==> config.mk <==
export PLATFORM = sky130hd
export DESIGN_NAME = periodic_event_monitor
export DESIGN_NICKNAME = d
export VERILOG_FILES = /design/src/rtl/periodic_event_monitor.sv
export SDC_FILE = /design/constraint.sdc
export NUM_CORES = 1
export LEC_CHECK = 0
export BUFFER_PORTS_ARGS = -buffer_cell sky130_fd_sc_hd__buf_2
export CAP_MARGIN = 30
export CORE_MARGIN = 3
export CORE_UTILIZATION = 25
export CTS_BUF_LIST = sky130_fd_sc_hd__clkbuf_2 sky130_fd_sc_hd__clkbuf_4 sky130_fd_sc_hd__clkbuf_8
export CTS_CLUSTER_SIZE = 8
export DETAILED_ROUTE_END_ITERATION = 10
export GPL_ROUTABILITY_DRIVEN = 0
export GPL_TIMING_DRIVEN = 1
export HOLD_SLACK_MARGIN = 0.12
export PLACE_DENSITY = 0.46
export SYNTH_ARGS = -nofsm -noshare
export SYNTH_HDL_FRONTEND = slang
export SYNTH_SLANG_ARGS = --single-unit
==> constraint.sdc <==
create_clock -name clk -period 6.6 [get_ports clk]
set_clock_uncertainty 0.2 [all_clocks]
set_input_delay 0.33 -clock clk [delete_from_list [all_inputs] [get_ports clk]]
set_output_delay 0.33 -clock clk [all_outputs]
set_load 0.01 [all_outputs]
==> src/rtl/periodic_event_monitor.sv <==
// periodic_event_monitor
// Multi-channel periodic trigger generator with a measurement window.
// Each channel pulses trig[i] whenever the window counter k is a multiple of
// its period and counts those pulses (saturating). At the end of each window
// the counts are published on cnt_snap with report_valid, followed one cycle
// later by done. In continuous mode the window re-arms until stop is seen.
module periodic_event_monitor #(
  parameter int NCH      = 2,
  parameter int PERIOD_W = 16,
  parameter int CNT_W    = 16,
  parameter int WIN_W    = 16
) (
  input  logic                    clk,
  input  logic                    rst_n,
  input  logic                    start,
  input  logic                    continuous,
  input  logic                    stop,
  input  logic [NCH-1:0]          ch_en,
  input  logic [NCH*PERIOD_W-1:0] period,
  input  logic [WIN_W-1:0]        window_len,
  output logic [NCH-1:0]          trig,
  output logic [NCH*CNT_W-1:0]    cnt_snap,
  output logic                    report_valid,
  output logic                    done,
  output logic                    busy
);

  typedef enum logic [1:0] {S_IDLE, S_RUN, S_REPORT, S_DONE} state_t;

  localparam logic [WIN_W-1:0]    WIN_ONE = WIN_W'(1);
  localparam logic [PERIOD_W-1:0] PER_ONE = PERIOD_W'(1);
  localparam logic [CNT_W-1:0]    CNT_ONE = CNT_W'(1);

  state_t                r_state;
  logic                  r_cont;
  logic                  r_stop;
  logic [NCH-1:0]        r_en;
  logic [PERIOD_W-1:0]   r_per   [NCH];
  logic [PERIOD_W-1:0]   r_phase [NCH];
  logic [CNT_W-1:0]      r_cnt   [NCH];
  logic [WIN_W-1:0]      r_win;
  logic [WIN_W-1:0]      r_k;
  logic [NCH-1:0]        r_trig;
  logic [NCH*CNT_W-1:0]  r_snap;
  logic                  r_rv;
  logic                  r_done;
  logic                  r_busy;

  logic [NCH-1:0]        w_in_elig;
  logic [NCH-1:0]        w_lat_elig;
  logic [NCH-1:0]        w_next_trig;
  logic [PERIOD_W-1:0]   w_next_phase [NCH];
  logic                  w_last;

  // Saturating increment: the counter sticks at all-ones instead of wrapping.
  function automatic logic [CNT_W-1:0] sat_inc(input logic [CNT_W-1:0] v);
    return (&v) ? v : v + CNT_ONE;
  endfunction

  // Channel eligibility, next phase and next-cycle trigger for every channel.
  always_comb begin
    w_in_elig   = '0;
    w_lat_elig  = '0;
    w_next_trig = '0;
    for (int i = 0; i < NCH; i++) begin
      w_in_elig[i]    = ch_en[i] && (period[i*PERIOD_W +: PERIOD_W] != '0);
      w_lat_elig[i]   = r_en[i] && (r_per[i] != '0);
      w_next_phase[i] = (r_phase[i] == r_per[i] - PER_ONE) ? '0 : r_phase[i] + PER_ONE;
      w_next_trig[i]  = w_lat_elig[i] && (w_next_phase[i] == '0);
    end
    w_last = (r_k == r_win - WIN_ONE);
  end

  // Control FSM with registered outputs; trig is computed one cycle ahead so
  // the pulse for run cycle k is visible during that cycle.
  always_ff @(posedge clk or negedge rst_n) begin
    if (!rst_n) begin
      r_state <= S_IDLE;
      r_cont  <= 1'b0;
      r_stop  <= 1'b0;
      r_en    <= '0;
      r_win   <= '0;
      r_k     <= '0;
      r_trig  <= '0;
      r_snap  <= '0;
      r_rv    <= 1'b0;
      r_done  <= 1'b0;
      r_busy  <= 1'b0;
      for (int i = 0; i < NCH; i++) begin
        r_per[i]   <= '0;
        r_phase[i] <= '0;
        r_cnt[i]   <= '0;
      end
    end else begin
      r_rv   <= 1'b0;
      r_done <= 1'b0;
      r_trig <= '0;
      if (r_busy && r_cont && stop)
        r_stop <= 1'b1;
      case (r_state)
        S_IDLE: begin
          if (start) begin
            r_cont <= continuous;
            r_en   <= ch_en;
            r_win  <= window_len;
            r_k    <= '0;
            r_busy <= 1'b1;
            for (int i = 0; i < NCH; i++) begin
              r_per[i]   <= period[i*PERIOD_W +: PERIOD_W];
              r_phase[i] <= '0;
            end
            if (window_len == '0) begin
              r_state <= S_REPORT;
              r_rv    <= 1'b1;
              r_snap  <= '0;
              for (int i = 0; i < NCH; i++) r_cnt[i] <= '0;
            end else begin
              r_state <= S_RUN;
              r_trig  <= w_in_elig;
              for (int i = 0; i < NCH; i++) r_cnt[i] <= CNT_W'(w_in_elig[i]);
            end
          end
        end
        S_RUN: begin
          if (w_last) begin
            r_state <= S_REPORT;
            r_rv    <= 1'b1;
            for (int i = 0; i < NCH; i++) r_snap[i*CNT_W +: CNT_W] <= r_cnt[i];
          end else begin
            r_k    <= r_k + WIN_ONE;
            r_trig <= w_next_trig;
            for (int i = 0; i < NCH; i++) begin
              r_phase[i] <= w_next_phase[i];
              if (w_next_trig[i]) r_cnt[i] <= sat_inc(r_cnt[i]);
            end
          end
        end
        S_REPORT: begin
          r_state <= S_DONE;
          r_done  <= 1'b1;
        end
        default: begin
          // A stop arriving in this very cycle still ends the sequence.
          if (r_cont && !r_stop && !stop) begin
            r_k <= '0;
            for (int i = 0; i < NCH; i++) r_phase[i] <= '0;
            if (r_win == '0) begin
              r_state <= S_REPORT;
              r_rv    <= 1'b1;
              r_snap  <= '0;
              for (int i = 0; i < NCH; i++) r_cnt[i] <= '0;
            end else begin
              r_state <= S_RUN;
              r_trig  <= w_lat_elig;
              for (int i = 0; i < NCH; i++) r_cnt[i] <= CNT_W'(w_lat_elig[i]);
            end
          end else begin
            r_state <= S_IDLE;
            r_busy  <= 1'b0;
            r_stop  <= 1'b0;
          end
        end
      endcase
    end
  end

  assign trig         = r_trig;
  assign cnt_snap     = r_snap;
  assign report_valid = r_rv;
  assign done         = r_done;
  assign busy         = r_busy;

endmodule

Word level (Yosys, flattened, before mapping)

Index checks and enable logic that the tools add are counted.

$add $sub $neg: 8
Eq/ne operators: 14
Multiplexer cells: 51
Bitwise logic cells: 2
Reductions and logical operators: 34

Operators with widths:

| kind                                                                   | number |
|---|---|
| 32-bit 2-to-1 mux                                                      | 11 |
| 32-bit case mux with 3 select lines                                    | 3 |
| 16-bit 2-to-1 mux                                                      | 9 |
| 16-bit by 1-bit adder with 16-bit output (second input constant)       | 5 |
| 16-bit zero test                                                       | 4 |
| 16-bit nonzero test                                                    | 4 |
| 16-bit equality test                                                   | 3 |
| 16-bit case mux with 3 select lines                                    | 1 |
| 16-bit by 1-bit subtractor with 16-bit output (second input constant)  | 3 |
| 17-bit 2-to-1 mux                                                      | 2 |
| 16-bit AND reduction                                                   | 2 |
| 2-bit 2-to-1 mux                                                       | 10 |
| 6-bit AND reduction                                                    | 3 |
| 2-bit != test (second input constant)                                  | 8 |
| 2-bit case mux with 3 select lines                                     | 2 |
| 1-bit 2-to-1 mux                                                       | 11 |
| 1-bit logical AND                                                      | 10 |
| 3-bit nonzero test                                                     | 2 |
| 2-bit AND reduction                                                    | 2 |
| 4-bit AND reduction                                                    | 1 |
| 1-bit case mux with 3 select lines                                     | 1 |
| 3-bit AND reduction                                                    | 1 |
| 3-bit OR reduction                                                     | 1 |
| 2-bit by 1-bit equality test with 1-bit output (second input constant) | 1 |
| 7 further kinds                                                        | 9 |

Bits in registers: 171
Input bits: 55
Output and inout bits: 37
Logic and storage cells: 126

Depth between registers and ports, before layout

Depth after elaboration: 8
Mapped depth: 13
Gate-level depth less buffers: 10

Worst setup path before layout

OpenSTA, ideal clock, no wires.

Kind: reg-to-reg
Start: register r_per[0] (netlist name)
End: register r_cnt[0] (netlist name)
Library setup time: 0.125 ns
Arrival: 2.864 ns
Required time: 6.275 ns
Slack: 3.411 ns
Cell stages (with the launch flop): 11
Path buffers: 0
Clock period less this slack: 3.189 ns
Path through: dfrtp_1 > inv_1 > ha_1 > nor2b_1 > nand4_2 > or3_1 > a222oi_1 > o2111a_2 > a31oi_2 > nor3_1 > mux2_2

Cells in the longest elaborated chain, start to end: 7
Elaborated cells on any way between the ends: 12
Those cells by class: 1 x add/sub; 2 x eq/ne; 4 x mux; 5 x reduce/logical

RTL lines:

| what                                          | RTL line | text |
|---|---|---|
| start, declared                               | 38       | `logic [PERIOD_W-1:0] r_per [NCH];` |
| start signal, assigned by index               | 109      | `r_per[i] <= period[i*PERIOD_W +: PERIOD_W];` |
| 16-bit by 1-bit subtractor with 16-bit output | 68       | `w_next_phase[i] = (r_phase[i] == r_per[i] - PER_ONE) ? '0 : r_phase[i] + PER_ONE;` |
| 16-bit equality test                          | 68       |  |
| 16-bit 2-to-1 mux                             | 68       |  |
| 16-bit zero test                              | 69       | `w_next_trig[i] = w_lat_elig[i] && (w_next_phase[i] == '0);` |
| 1-bit logical AND                             | 69       |  |
| 2-bit != test (no source line)                | -        |  |
| 6-bit AND reduction (no source line)          | -        |  |
| end signal, assigned by index                 | 134      | `if (w_next_trig[i]) r_cnt[i] <= sat_inc(r_cnt[i]);` |
| end, declared                                 | 40       | `logic [CNT_W-1:0] r_cnt [NCH];` |

Parallel ways exist; a longest one is shown, timed or not. The select of a mux whose other input is x is not followed.
A chain may end at the register's enable or synchronous reset.

Worst setup path after layout

Start: register r_win[3]
End: register r_phase[16] (netlist name)

Cells in the longest elaborated chain, start to end: 4

RTL lines:

| what                                          | RTL line | text |
|---|---|---|
| start, declared                               | 41       | `logic [WIN_W-1:0] r_win;` |
| start signal, assigned                        | 105      | `r_win <= window_len;` |
| 16-bit by 1-bit subtractor with 16-bit output | 71       | `w_last = (r_k == r_win - WIN_ONE);` |
| 16-bit equality test                          | 71       |  |
| 2-bit != test (no source line)                | -        |  |
| 4-bit AND reduction (no source line)          | -        |  |
| end signal, assigned by index                 | 133      | `r_phase[i] <= w_next_phase[i];` |
| end, declared                                 | 39       | `logic [PERIOD_W-1:0] r_phase [NCH];` |

No other way between the ends.

==> summary.md <==
| Metric | Value |
|---|---|
| Outcome | finished clean |
| Nets | 1346 |
| Vias in the first global route | between 9000 and 10000 |
| Unrepaired setup endpoints after global routing | no |
| Share of cells above drive strength 1 | 17.9% |
| Hold/Removal Path Class | input pin to asynchronous set/reset pin |
| First-pass detailed-route iteration total | 5 |
| Commonest non-fill, non-tap cell in the layout | dfrtp_1 |
| Synth top area share | ~39% |
| Min Clock Period, post-route | 4160 ps |
| EDFF count, synth | 0 |
| FF-to-FF path depth | 8 |
| Comb power frac | between 40% and 50% |
| Worst Path Arrival | 4360 ps |
| Final Hold Vio Count | 0 |
| Achievable frequency | 0.240 GHz |
| CTS Root Buffer Type | clkbuf_8 |
| Syn Inst Count | 1193 |
| GR Overflow Total | 0 |
| Pre-CTS setup slack | 2500 ps |
| Max Cap Violations | 0 |
| WL final | 30.8 mm |
| Worst IR drop on VDD | ~0.18 mV |
| Sequential area share after synthesis | 39.1% |
| Leak Pwr | 5.54 nW |
| Post_cts resized | 0 |
| CTS Buffer Depth | 2 |
| Non-filler cells in the finished layout | about 1900 |
| Horiz. Die Dim | 215 um |
| FP Rows | 76 |
| DRC | 0 |
| Mean Syn Cell Area | 9.19 sq um |
| Area Growth Syn to Fin | 17.2% |
| Synthesis Warnings | 0 |
| Die area | between 40000 and 50000 sq um |
| CTS sink cnt | approximately 170 |
| Setup WS post-layout | 2440 ps |
| Effective utilization at floorplan | approximately 25% |
| # hold bufs at CTS | 54 |
| Seq pwr share | 37.0% |
| CP startpoint kind | flop |
| DR WL/cell | 16.4 um |
| First-pass GRT wire length | 50.2 mm |
| Post-Syn Nets | around 1300 |
| #FFs+latches synth | 171 |
| Total CTS buffers | 17 |
| Fin area | about 13000 sq um |
| Pwr/cell area | 369 nW/um^2 |
| CTS clock-pin slew for the worst setup and hold paths | 110 ps |
| Count of unique library cells instantiated by Yosys | 85 |
| Worst slew pin tran | about 1100 ps |
| Sw frac | 44.7% |
| P_int | 2.62 mW |
| Worst-Skew Late Latency | 530 ps |
| Dpl cells | around 1800 |
| Fin Setup TNS | 0 ps |
| WP data required | 6800 ps |
| Gr usage total | 13.4% |
| Die H | 215 um |
| Most frequent cells in the layout | dfrtp_1, nand2_1, buf_2 |
| CTS tree | done |
| Critical Path End Type | flop |
| Largest net degree at the start of global routing | 70 |
| Initial antenna violation count | 1 |
| Via Count | 9304 |
| Hpwl dp | 21.7 mm |
| Share of flip-flops with an asynchronous set or reset | 100% |
| Tcrit/Tclk final | 63.0% |
| Post-route core utilization | 29.7% |
| Sw Pwr | 2.12 mW |
| Largest area contributor in the netlist | dfrtp_1 |
| Top-Level Pins | 92 |
| Synth area leaders | dfrtp_1, mux2_2, mux2i_1 |
| Core area | 43200 sq um |
| DR vias/cell | 4.95 |
| Antenna Nets Post-Route | 0 |
| CTS HTree Levels | 4 |
| Slew Limit Fails | 0 |
| Critical path fanouts, max | 69 |
| Max_slew headroom | 29.1% |
| Prevailing post-synth register cell | dfrtp_1 |
| Placed Area | 11900 sq um |
| # setup viols final | 0 |
| Setup bufs post-CTS | 0 |
| Clock share of power | between 10% and 20% |
| Netlist Area Pre-Place | 11000 sq um |
| # port buffers | 91 |
| Number of DRC markers in iteration 0 | approximately 590 |
| CP Class | flop to flop |
[routing by layer]
metal  track usage, %  routed length (um)  vias up
met4             5.02                 696        0
met1             18.3               15000     4611
met2             21.7               14300      151
li1                 -                   -     4503
met3             1.95                 739       39
met5                0                   0        -
[power by group through the flow]
stage / clock network [mW] / logic, mW / registers, mW
floorplan: 0 / 1.63 / 1.66
global placement: 0 / 2.10 / 1.77
detailed placement: 0 / 2.15 / 1.77
CTS: 0.862 / 2.19 / 1.75
global route: 0.899 / 2.41 / 1.81
finish: 0.822 / 2.16 / 1.75
[worst max-delay path, stage by stage (launching register included)]
cell and delay (ps):
dfrtp_1 470, or4_1 740, nor4_1 300, o211ai_1 110, a2111oi_0 420, o211a_1 460, a21o_4 670, nor2_1 310
mux2_2 340
[sequential cells by signal, summed over array words and instances, names as in the netlist]
| name | count |
|---|---|
| r_stop | 1 |
| cnt_snap | 32 |
| r_per | 32 |
| done | 1 |
| r_win | 16 |
| report_valid | 1 |
| trig | 2 |
| r_state | 2 |
| r_k | 16 |
| r_phase | 32 |
| r_cont | 1 |
| r_cnt | 32 |
| r_en | 2 |
| busy | 1 |
[logic make-up (layout without fill, tap and decap cells)]
kind of cell	Yosys count	in the layout	share of synthesized area, %
and+or+nand+nor	484	484	24.4
AOI/OAI and AO/OA	201	201	13.1
DFF	171	171	39.0
buffers and inverters	149	248	5.79
muxes	123	123	11.9
xor gates and xnor gates	53	53	4.36
adders and majority gates	12	12	1.37
other	0	1	0
[cells in the mapped netlist, types with 24 or more instances]
cell type,number
clkbuf_1,54
nand4_1,24
nor2_1,66
nor3_1,26
nand2b_1,32
nand3_1,63
nand2_1,114
mux2i_1,63
and3_1,30
nor4_1,28
a21oi_1,34
mux2_2,60
inv_1,63
dfrtp_1,171
xnor2_1,30
o21ai_0,34
[final timing paths]
path | start | to | slack, ps
setup / recovery | r_win[3] | r_phase[16] | 2440
hold / removal | rst_n | r_cnt[15] | 140
setup reg to reg | r_win[3] | r_phase[16] | 2440
hold reg to reg | r_stop | r_stop | 310
max in group asynchronous | rst_n | r_per[7] | 4800
min in group clk | r_stop | r_stop | 310
[cell type report]
class	count	area, sq um
fill	4588	30300
tap	585	732
clock buffer	19	255
antenna	1	2.50
clock inverter	13	170
multi-input combinational	873	6080
inverter	63	236
sequential	171	4280
timing repair buffer	153	1090
[per-stage QoR]
step / power [mW] / hold WS [ps]
after global placement: 3.86 / 153
after detailed placement: 3.93 / 152
final: 4.73 / 138
after CTS: 4.80 / 132
after global routing: 5.12 / 180
after floorplan: 3.29 / -166
No activity file was read; power rests on OpenSTA's default activity.
